`config.mk`:
```
export PLATFORM = sky130hd
export DESIGN_NAME = muldiv_seq
export DESIGN_NICKNAME = d
export VERILOG_FILES = /design/src/rtl/muldiv_seq_pkg.sv /design/src/rtl/muldiv_step.sv /design/src/rtl/muldiv_seq.sv
export SDC_FILE = /design/constraint.sdc
export NUM_CORES = 1
export LEC_CHECK = 0
export BUFFER_PORTS_ARGS = -buffer_cell sky130_fd_sc_hd__buf_2
export CAP_MARGIN = 0
export CORE_MARGIN = 4
export CORE_UTILIZATION = 45
export CTS_CLUSTER_SIZE = 30
export DETAILED_ROUTE_END_ITERATION = 8
export GPL_TIMING_DRIVEN = 0
export HOLD_SLACK_MARGIN = 0.1
export PLACE_DENSITY = 0.72
export RECOVER_POWER = 50
export SLEW_MARGIN = 20
export SYNTH_ARGS = -nofsm -noshare
export SYNTH_HDL_FRONTEND = slang
export SYNTH_SLANG_ARGS = --single-unit
```
`constraint.sdc`:
```
create_clock -name clk -period 3.4 [get_ports clk]
set_clock_uncertainty 0.1 [all_clocks]
set_input_delay 0.17 -clock clk [delete_from_list [all_inputs] [get_ports clk]]
set_output_delay 0.17 -clock clk [all_outputs]
set_load 0.005 [all_outputs]
```
`src/rtl/muldiv_seq_pkg.sv`:
```
// Shared definitions for the HI/LO multiply/divide sequencer:
// register width, operation codes and sequencer state encodings.
package muldiv_seq_pkg;

    localparam int unsigned REG_WIDTH = 32;

    // Operation codes as presented on the op port
    typedef enum logic [1:0] {
        MD_MULTU = 2'b00,
        MD_MULT  = 2'b01,
        MD_DIVU  = 2'b10,
        MD_DIV   = 2'b11
    } md_op_e;

    // Sequencer states
    typedef enum logic [1:0] {
        MDS_IDLE = 2'b00,
        MDS_PREP = 2'b01,
        MDS_RUN  = 2'b10,
        MDS_FIX  = 2'b11
    } md_state_e;

    // Bit 1 of the op code selects divide, bit 0 selects signed
    function automatic logic md_is_div(input md_op_e op);
        return op[1];
    endfunction

    function automatic logic md_is_signed(input md_op_e op);
        return op[0];
    endfunction

endpackage

```
`src/rtl/muldiv_step.sv`:
```
// One iteration of the sequencer datapath (purely combinational).
//   div_i  : 1 = restoring-divide step, 0 = shift-add multiply step
//   acc_i  : 2*WIDTH accumulator; multiply: {partial product, multiplier},
//            divide: low half holds dividend bits shifting into quotient
//   rem_i  : WIDTH+1 partial remainder (divide only)
//   opnd_i : multiplicand or divisor magnitude
//   acc_o, rem_o : updated accumulator and remainder
module muldiv_step
    import muldiv_seq_pkg::*;
#(
    parameter int unsigned WIDTH = REG_WIDTH
) (
    input  logic                 div_i,
    input  logic [2*WIDTH-1:0]   acc_i,
    input  logic [WIDTH:0]       rem_i,
    input  logic [WIDTH-1:0]     opnd_i,
    output logic [2*WIDTH-1:0]   acc_o,
    output logic [WIDTH:0]       rem_o
);

    logic [WIDTH:0]   sum;
    logic [WIDTH+1:0] shifted;
    logic [WIDTH+1:0] trial;

    always_comb begin
        // Multiply: add multiplicand into the upper half when the current
        // multiplier bit is set; the carry lands in bit WIDTH of sum.
        sum     = {1'b0, acc_i[2*WIDTH-1:WIDTH]} + (acc_i[0] ? {1'b0, opnd_i} : '0);
        // Divide: bring in next dividend bit, then trial-subtract.
        // Borrow out of the top bit means the divisor did not fit.
        shifted = {rem_i, acc_i[WIDTH-1]};
        trial   = shifted - {2'b00, opnd_i};

        acc_o = acc_i;
        rem_o = rem_i;
        if (div_i) begin
            if (!trial[WIDTH+1]) begin
                rem_o = trial[WIDTH:0];
                acc_o = {acc_i[2*WIDTH-1:WIDTH], acc_i[WIDTH-2:0], 1'b1};
            end else begin
                rem_o = shifted[WIDTH:0];
                acc_o = {acc_i[2*WIDTH-1:WIDTH], acc_i[WIDTH-2:0], 1'b0};
            end
        end else begin
            acc_o = {sum, acc_i[WIDTH-1:1]};
        end
    end

endmodule

```
`src/rtl/muldiv_seq.sv`:
```
// Multi-cycle MULT/MULTU/DIV/DIVU sequencer owning the HI/LO pair.
// Constant latency of WIDTH+2 clocks from the accepting edge to done.
//   clk, rst       : clock, synchronous active-high reset
//   start, op      : request and op code (accepted only when idle)
//   op_a, op_b     : operands, sampled on the accepting edge
//   hi_we, lo_we   : MTHI/MTLO enables (honoured only when idle)
//   wdata          : MTHI/MTLO data
//   busy, done, dz : in-flight flag, completion pulse, divide-by-zero flag
//   hi, lo         : architectural HI/LO
module muldiv_seq
    import muldiv_seq_pkg::*;
#(
    parameter int unsigned WIDTH = REG_WIDTH
) (
    input  logic             clk,
    input  logic             rst,
    input  logic             start,
    input  logic [1:0]       op,
    input  logic [WIDTH-1:0] op_a,
    input  logic [WIDTH-1:0] op_b,
    input  logic             hi_we,
    input  logic             lo_we,
    input  logic [WIDTH-1:0] wdata,
    output logic             busy,
    output logic             done,
    output logic             dz,
    output logic [WIDTH-1:0] hi,
    output logic [WIDTH-1:0] lo
);

    localparam int unsigned CNT_W = (WIDTH > 1) ? $clog2(WIDTH) : 1;

    md_state_e          state_q, state_d;
    md_op_e             op_q, op_d;
    logic [WIDTH-1:0]   a_q, a_d;
    logic [WIDTH-1:0]   b_q, b_d;
    logic               sa_q, sa_d;
    logic               sb_q, sb_d;
    logic [WIDTH-1:0]   opnd_q, opnd_d;
    logic [2*WIDTH-1:0] acc_q, acc_d;
    logic [WIDTH:0]     rem_q, rem_d;
    logic [CNT_W-1:0]   cnt_q, cnt_d;
    logic               busy_q, busy_d;
    logic               done_q, done_d;
    logic               dz_q, dz_d;
    logic [WIDTH-1:0]   hi_q, hi_d;
    logic [WIDTH-1:0]   lo_q, lo_d;

    logic [2*WIDTH-1:0] step_acc;
    logic [WIDTH:0]     step_rem;
    logic [WIDTH-1:0]   a_mag;
    logic [WIDTH-1:0]   b_mag;
    logic [2*WIDTH-1:0] prod;
    logic [WIDTH-1:0]   quo;
    logic [WIDTH-1:0]   rmd;
    logic               is_div;

    muldiv_step #(
        .WIDTH (WIDTH)
    ) u_step (
        .div_i  (is_div),
        .acc_i  (acc_q),
        .rem_i  (rem_q),
        .opnd_i (opnd_q),
        .acc_o  (step_acc),
        .rem_o  (step_rem)
    );

    // Next-state and datapath
    always_comb begin
        state_d = state_q;
        op_d    = op_q;
        a_d     = a_q;
        b_d     = b_q;
        sa_d    = sa_q;
        sb_d    = sb_q;
        opnd_d  = opnd_q;
        acc_d   = acc_q;
        rem_d   = rem_q;
        cnt_d   = cnt_q;
        done_d  = 1'b0;
        dz_d    = dz_q;
        hi_d    = hi_q;
        lo_d    = lo_q;

        is_div  = md_is_div(op_q);
        // Magnitudes of the raw operands; 0x8000.. maps onto itself,
        // which is the correct unsigned magnitude.
        a_mag   = (md_is_signed(op_q) && a_q[WIDTH-1]) ? ('0 - a_q) : a_q;
        b_mag   = (md_is_signed(op_q) && b_q[WIDTH-1]) ? ('0 - b_q) : b_q;
        prod    = (sa_q ^ sb_q) ? ('0 - acc_q) : acc_q;
        quo     = (sa_q ^ sb_q) ? ('0 - acc_q[WIDTH-1:0]) : acc_q[WIDTH-1:0];
        rmd     = sa_q ? ('0 - rem_q[WIDTH-1:0]) : rem_q[WIDTH-1:0];

        case (state_q)
            MDS_IDLE: begin
                if (hi_we) hi_d = wdata;
                if (lo_we) lo_d = wdata;
                if (start) begin
                    state_d = MDS_PREP;
                    op_d    = md_op_e'(op);
                    a_d     = op_a;
                    b_d     = op_b;
                end
            end
            MDS_PREP: begin
                sa_d    = md_is_signed(op_q) & a_q[WIDTH-1];
                sb_d    = md_is_signed(op_q) & b_q[WIDTH-1];
                opnd_d  = is_div ? b_mag : a_mag;
                acc_d   = {{WIDTH{1'b0}}, (is_div ? a_mag : b_mag)};
                rem_d   = '0;
                cnt_d   = '0;
                state_d = MDS_RUN;
            end
            MDS_RUN: begin
                acc_d = step_acc;
                rem_d = step_rem;
                cnt_d = cnt_q + CNT_W'(1);
                if (cnt_q == CNT_W'(WIDTH - 1)) state_d = MDS_FIX;
            end
            MDS_FIX: begin
                state_d = MDS_IDLE;
                done_d  = 1'b1;
                dz_d    = 1'b0;
                if (!is_div) begin
                    hi_d = prod[2*WIDTH-1:WIDTH];
                    lo_d = prod[WIDTH-1:0];
                end else if (b_q == '0) begin
                    // Divide by zero: report the raw dividend, not a magnitude
                    hi_d = a_q;
                    lo_d = '1;
                    dz_d = 1'b1;
                end else begin
                    hi_d = rmd;
                    lo_d = quo;
                end
            end
            default: state_d = MDS_IDLE;
        endcase

        busy_d = (state_d != MDS_IDLE);
    end

    // State and output registers
    always_ff @(posedge clk) begin
        if (rst) begin
            state_q <= MDS_IDLE;
            op_q    <= MD_MULTU;
            a_q     <= '0;
            b_q     <= '0;
            sa_q    <= 1'b0;
            sb_q    <= 1'b0;
            opnd_q  <= '0;
            acc_q   <= '0;
            rem_q   <= '0;
            cnt_q   <= '0;
            busy_q  <= 1'b0;
            done_q  <= 1'b0;
            dz_q    <= 1'b0;
            hi_q    <= '0;
            lo_q    <= '0;
        end else begin
            state_q <= state_d;
            op_q    <= op_d;
            a_q     <= a_d;
            b_q     <= b_d;
            sa_q    <= sa_d;
            sb_q    <= sb_d;
            opnd_q  <= opnd_d;
            acc_q   <= acc_d;
            rem_q   <= rem_d;
            cnt_q   <= cnt_d;
            busy_q  <= busy_d;
            done_q  <= done_d;
            dz_q    <= dz_d;
            hi_q    <= hi_d;
            lo_q    <= lo_d;
        end
    end

    assign busy = busy_q;
    assign done = done_q;
    assign dz   = dz_q;
    assign hi   = hi_q;
    assign lo   = lo_q;

endmodule

```
==> impl_metrics.ini, run 1 <==
[logic_synthesis]
synth_area_leader_cell = dfxtp_1
ys_seq_area_frac = 0.292
syn_inst = 2439
ys_top_cells_by_area = dfxtp_1 29%, nand2_1 6.5%, nor2_1 6.4%
synth_flop_cell = dfxtp_1
syn_nets = 2618
synth_top_area_frac = 0.292
yosysWarnings = 0
synth_edf_count = 0
syn-mean-instance-area_um2 = 7.62
synth.distinct_cells = 75
synthesis.area_um2 = 18600
ys_ff_latch = 271
async_flop_share = 0

[sta]
period_minus_slack_ps = 3460
relSlewSlack = 0.266
rsz0062_at_grt = true
tightest_slew_ps = 1100
setup_viol = 6
drv_slew = 0
fmax_ghz = 0.289
worst_slack_ps = -63.4
tns_ps = -185
finalHoldViolCount = 0
final.period_utilization = 1.02

[global_routing]
antenna_found_initial = 1
grt_pass1_wl_um = 110000
overflow = 0
grt_pass1_vias = 18500
grt_usage = 0.317
grt_start_max_net_pins = 15

[critical_path]
slowest_stage = or3_4
cp.arrival_ps = 3890
cp_max_fo = 6
path_cells = clkinvlp_4 -> buf_8 -> nor2_1 -> ha_1 -> and3_4 -> a21oi_2 -> nand2_2 -> o211a_1 -> or3_4 -> o31ai_4 -> nand2_2 -> a2111oi_4 -> or3_1
cp-start-kind = flop
worstPathRequired_ps = 3830
path_class = flop to flop
cp-end-kind = flop
critPathMaxStageDelay_ps = 420
crit_top_cell = nand2_2

[layout]
nFillCells = 3717
area_growth_pct = 24.9
nets = 2954
drive_gt1_frac = 0.154
final_cell_mix = 318 x nand2_1, 309 x nor2_1, 256 x dfxtp_1
stdcell_count = 3330
insertedDiodeCount = 0
layout_commonest_cell = nand2_1

[clocking]
cts_tree = built
cts_root_buffer = clkbuf_16
cts_max_level = 1
cts_sinks = 271
cts_buffers = 30
clock_path_buffers = 3
clk_pin_slew_worst_paths_ps = 60
insertion_delay_ps = 580

[floorplan]
die_h_um = 211
ioPinCount = 170
initial_utilization = 0.455
die_w_um = 211
fp-row-count = 74
dieArea_um2 = 44600
coreArea_um2 = 40800

[route]
first_iter_violations = 2100
wire_per_inst_um = 22.7
vias = 20100
vias_per_cell = 6.04
routed_wl_um = 75600
drc_errors = 0
first_pass_iters = 6
drtAntennaViolNets = 0

[placed_design]
io_buffers = 169
dp.cells = 3140
dp_hpwl_um = 57900
routabilityCongestion = 1.02

[power]
power_density_nw_per_um2 = 750
p_leak_uw = 0.00971
vdd_drop_max_v = 0.000511

[status]
violations = negative setup slack
status = complete, but fails checks

[worst_hold_path]
hold_class = input port to flop

[flow_run]
maxCapViolCount = 0
==> synthesized netlist by cell type (11+ instances only) <==
library cell,count
dfxtp_1,271
inv_1,81
o31ai_1,30
a211oi_1,27
nand2b_1,23
mux4_2,28
mux2i_1,76
ha_1,74
nand2_1,323
nor2b_1,17
xnor2_1,103
mux2_2,13
o31a_1,11
nor3_1,87
nor4_1,16
a22oi_1,17
o41ai_1,15
o21ai_0,142
or3_1,26
nand4_1,12
or4_1,12
and3_1,12
a21o_1,49
clkbuf_1,118
o211ai_1,20
a31oi_1,17
buf_1,17
a21oi_1,227
nand3_1,16
o21ai_1,12
nor2_1,315
o21a_1,12
xor2_1,99
==> power breakdown <==
group	leakage [uW]	internal, uW	switching, uW
logic	0.00699	4070	5630
registers	0.00222	3670	595
clock network	0.000500	2000	1430
total	0.00971	9750	7660
==> metal layers <==
| layer | GRT usage | wire length (um) | vias up |
|---|---|---|---|
| li1 | - | - | 9298 |
| met1 | 0.425 | 30700 | 9497 |
| met2 | 0.505 | 33400 | 1105 |
| met3 | 0.0613 | 7760 | 212 |
| met4 | 0.123 | 3730 | 0 |
| met5 | 0 | 0 | - |
==> logic make-up (layout without fill, tap and decap cells) <==
kind of cell,after synthesis,after routing,synth area share
and+or+nand+nor,897,898,0.214
AOI/OAI and AO/OA,646,646,0.216
DFF,271,271,0.292
buffers and inverters,230,588,0.0483
xor gates and xnor gates,202,202,0.0952
muxes,117,117,0.0828
adders and majority gates,76,76,0.0520
==> per-stage QoR <==
step	util	setup slack [ps]	cell area [um^2]	total power (uW)	hold slack, ps
after floorplan	-	84.8	18600	9670	206
after global placement	0.492	-700	20100	11900	311
after detailed placement	0.492	-741	20100	12100	319
after CTS	0.549	-55.7	22400	16100	108
after global routing	0.568	-117	23200	18200	145
final	0.568	-63.4	23200	17400	128
==> worst max-delay path: cells and delay by family, from the launching register on <==
| kind | cells | cell delay (ps) |
|---|---|---|
| AO/OA/AOI/OAI | 4 | 1070 |
| adder cells (fa/ha/maj) | 1 | 300 |
| buffers and inverters | 2 | 390 |
| flip-flops | 1 | 400 |
| AND/OR/NAND/NOR | 6 | 1140 |
==> flip-flops by register name, summed over array words and instances (netlist names) <==
| signal | cells |
|---|---|
| sa_q | 1 |
| dz | 1 |
| a_q | 32 |
| hi | 32 |
| opnd_q | 32 |
| state_q | 2 |
| sb_q | 1 |
| done | 1 |
| busy | 1 |
| rem_q | 33 |
| b_q | 32 |
| op_q | 2 |
| lo | 32 |
| cnt_q | 5 |
| acc_q | 64 |
==> final cells by class <==
type | count | area (um^2) | share of cell area
multi-input combinational | 1939 | 12900 | 0.557
inverter | 82 | 317 | 0.0136
timing repair buffer | 307 | 2170 | 0.0935
clock inverter | 15 | 175 | 0.00755
buffer | 144 | 637 | 0.0275
tap | 532 | 666 | 0.0287
sequential | 271 | 5460 | 0.235
clock buffer | 40 | 860 | 0.0371
==> final timing paths <==
kind	from	end	slack, ps	cells after the start
worst max-delay path	acc_q[0]	acc_q[60]	-60	13
worst min-delay path	wdata[7]	hi[7]	130	4
worst max register to register	acc_q[0]	acc_q[60]	-60	13
worst min register to register	hi[1]	hi[1]	360	2
==> what timing repair did <==
action / CTS / global route
hold buffers: 98 / 0
hold endpoints to repair: 122 / 0
gates resized for setup: 82 / 155
pin swaps: 13 / 29
setup endpoints to repair: 112 / 112
cloned: 0 / 5
buffers inserted: 14 / 22
Note: power is estimated with default switching activity, not from simulation.
==> inputs of run 2 (changes only) <==
Settings changed: SETUP_SLACK_MARGIN set to 0.4.
==> run 2 against run 1 <==
Against the previous run: the flow still finishes with violations (negative setup slack); critical path depth is 3 lower; worst setup slack better by 34 ps; fmax is 0.99% higher; largest power group unchanged; highest routed layer unchanged.
==> impl_metrics.ini, run 2 (synthesis gave the netlist of run 1 again) <==
[status]
status = complete, but fails checks
violations = negative setup slack

[critical_path]
cp.arrival_ps = 3770
worstPathRequired_ps = 3740
cp-end-kind = flop
path_class = flop to flop
cp_max_fo = 5
cp-start-kind = flop

[global_routing]
grt_usage = 0.329
grt_start_max_net_pins = 15
grt_pass1_vias = 19300
grt_pass1_wl_um = 114000
antenna_found_initial = 1
overflow = 0

[floorplan]
dieArea_um2 = 44600
fp-row-count = 74
initial_utilization = 0.455
die_w_um = 211
coreArea_um2 = 40800
die_h_um = 211
ioPinCount = 170

[flow_run]
maxCapViolCount = 0

[layout]
drive_gt1_frac = 0.258
largest_reg_flops = 64
regMostFlops = acc_q
top_regs = acc_q x64, rem_q x33
area_growth_pct = 38.7
nFillCells = 3365
nets = 3053
layout_commonest_cell = nor2_1
final_cell_mix = 297 x nor2_1, 296 x nand2_1, 235 x dfxtp_1

[sta]
hold_slack_ps = 105
setup_viol = 2
finalHoldViolCount = 0
period_minus_slack_ps = 3430
drv_slew = 0
final.period_utilization = 1.01
fmax_ghz = 0.292
relSlewSlack = 0.262
tightest_slew_ps = 1110
worst_slack_ps = -29.5
tns_ps = -45.1
rsz0062_at_grt = true

[placed_design]
dp_hpwl_um = 58200
routabilityCongestion = 1.03
io_buffers = 169
post-place-ws_ps = -788

[route]
first_pass_iters = 6
drc_errors = 0
drtAntennaViolNets = 0
vias_per_cell = 6.20
first_iter_violations = 2671
routed_wl_um = 81000
vias = 21300
wire_per_inst_um = 23.6

[clocking]
cts_sinks = 271
clock_path_buffers = 3
cts_max_level = 1
cts_tree = built
cts_root_buffer = clkbuf_16
cts_buffers = 31
insertion_delay_ps = 600
clk_pin_slew_worst_paths_ps = 60

[power]
p_leak_uw = 0.0106
internal_power_uw = 10900
vdd_drop_max_v = 0.000556
pwr-share-clk = 0.186
power.share.combinational = 0.591
swShare = 0.438
power_switching_uw = 8520
power_density_nw_per_um2 = 756
seqPwrFrac = 0.223

[worst_hold_path]
hold_class = input port to flop
[run 2: area by class of cell]
| class | count | area, um^2 | area share |
|---|---|---|---|
| Antenna cell | 1 | 2.50 | 0.0000971 |
| Multi-Input combinational cell | 1939 | 14400 | 0.559 |
| Sequential cell | 271 | 5500 | 0.214 |
| Clock inverter | 20 | 274 | 0.0106 |
| Buffer | 148 | 778 | 0.0302 |
| Inverter | 82 | 329 | 0.0128 |
| Clock buffer | 37 | 808 | 0.0314 |
| Timing Repair Buffer | 401 | 3000 | 0.116 |
| Tap cell | 532 | 666 | 0.0258 |
[run 2: repair_timing]
action | 4_1_cts | 5_1_grt
cloned | 5 | 2
setup buffers | 66 | 62
setup endpoints to repair | 138 | 148
gates resized for setup | 288 | 337
hold buffers | 98 | 0
pin swaps | 92 | 137
endpoints found under the hold margin | 120 | 0
[run 2: power by group through the flow]
stage / clock network (uW) / registers [uW] / logic [uW]
after global routing: 3730 / 4370 / 12100
final: 3620 / 4340 / 11500
after detailed placement: 0 / 4300 / 8000
after global placement: 0 / 4270 / 7900
after CTS: 3610 / 4260 / 10000
after floorplan: 0 / 4100 / 5790
[run 2: layer usage]
metal / global-route usage / wire (um)
met5: 0 / 0
met4: 0.139 / 5290
met3: 0.0472 / 8200
met2: 0.536 / 35800
met1: 0.439 / 31700
[run 2: worst max-delay path, stage by stage, from the launching register on]
cell and delay, ps:
dfxtp_2 330, or4_4 530, or4_4 440, or2_4 290
or3_4 350, buf_8 150, clkbuf_16 150, o211ai_1 450
o211ai_1 240, o211ai_1 150, a21oi_1 90
[run 2: through the flow]
stage / area (um^2) / utilization / std cells / total power [uW]
detailed placement: 20300 / 0.496 / 3140 / 12300
floorplan: 18700 / - / 2439 / 9890
CTS: 23900 / 0.585 / 3366 / 17900
finish: 25800 / 0.631 / 3431 / 19500
global placement: 20300 / 0.496 / 3140 / 12200
global route: 25800 / 0.631 / 3430 / 20200
[run 2: worst paths after layout]
| kind | start | to | slack, ps | depth (start not counted) |
|---|---|---|---|---|
| setup / recovery | b_q[18] | hi[16] | -30 | 10 |
| hold / removal | wdata[7] | hi[7] | 100 | 4 |
| setup reg to reg | b_q[18] | hi[16] | -30 | 10 |
| hold reg to reg | hi[26] | hi[26] | 360 | 1 |
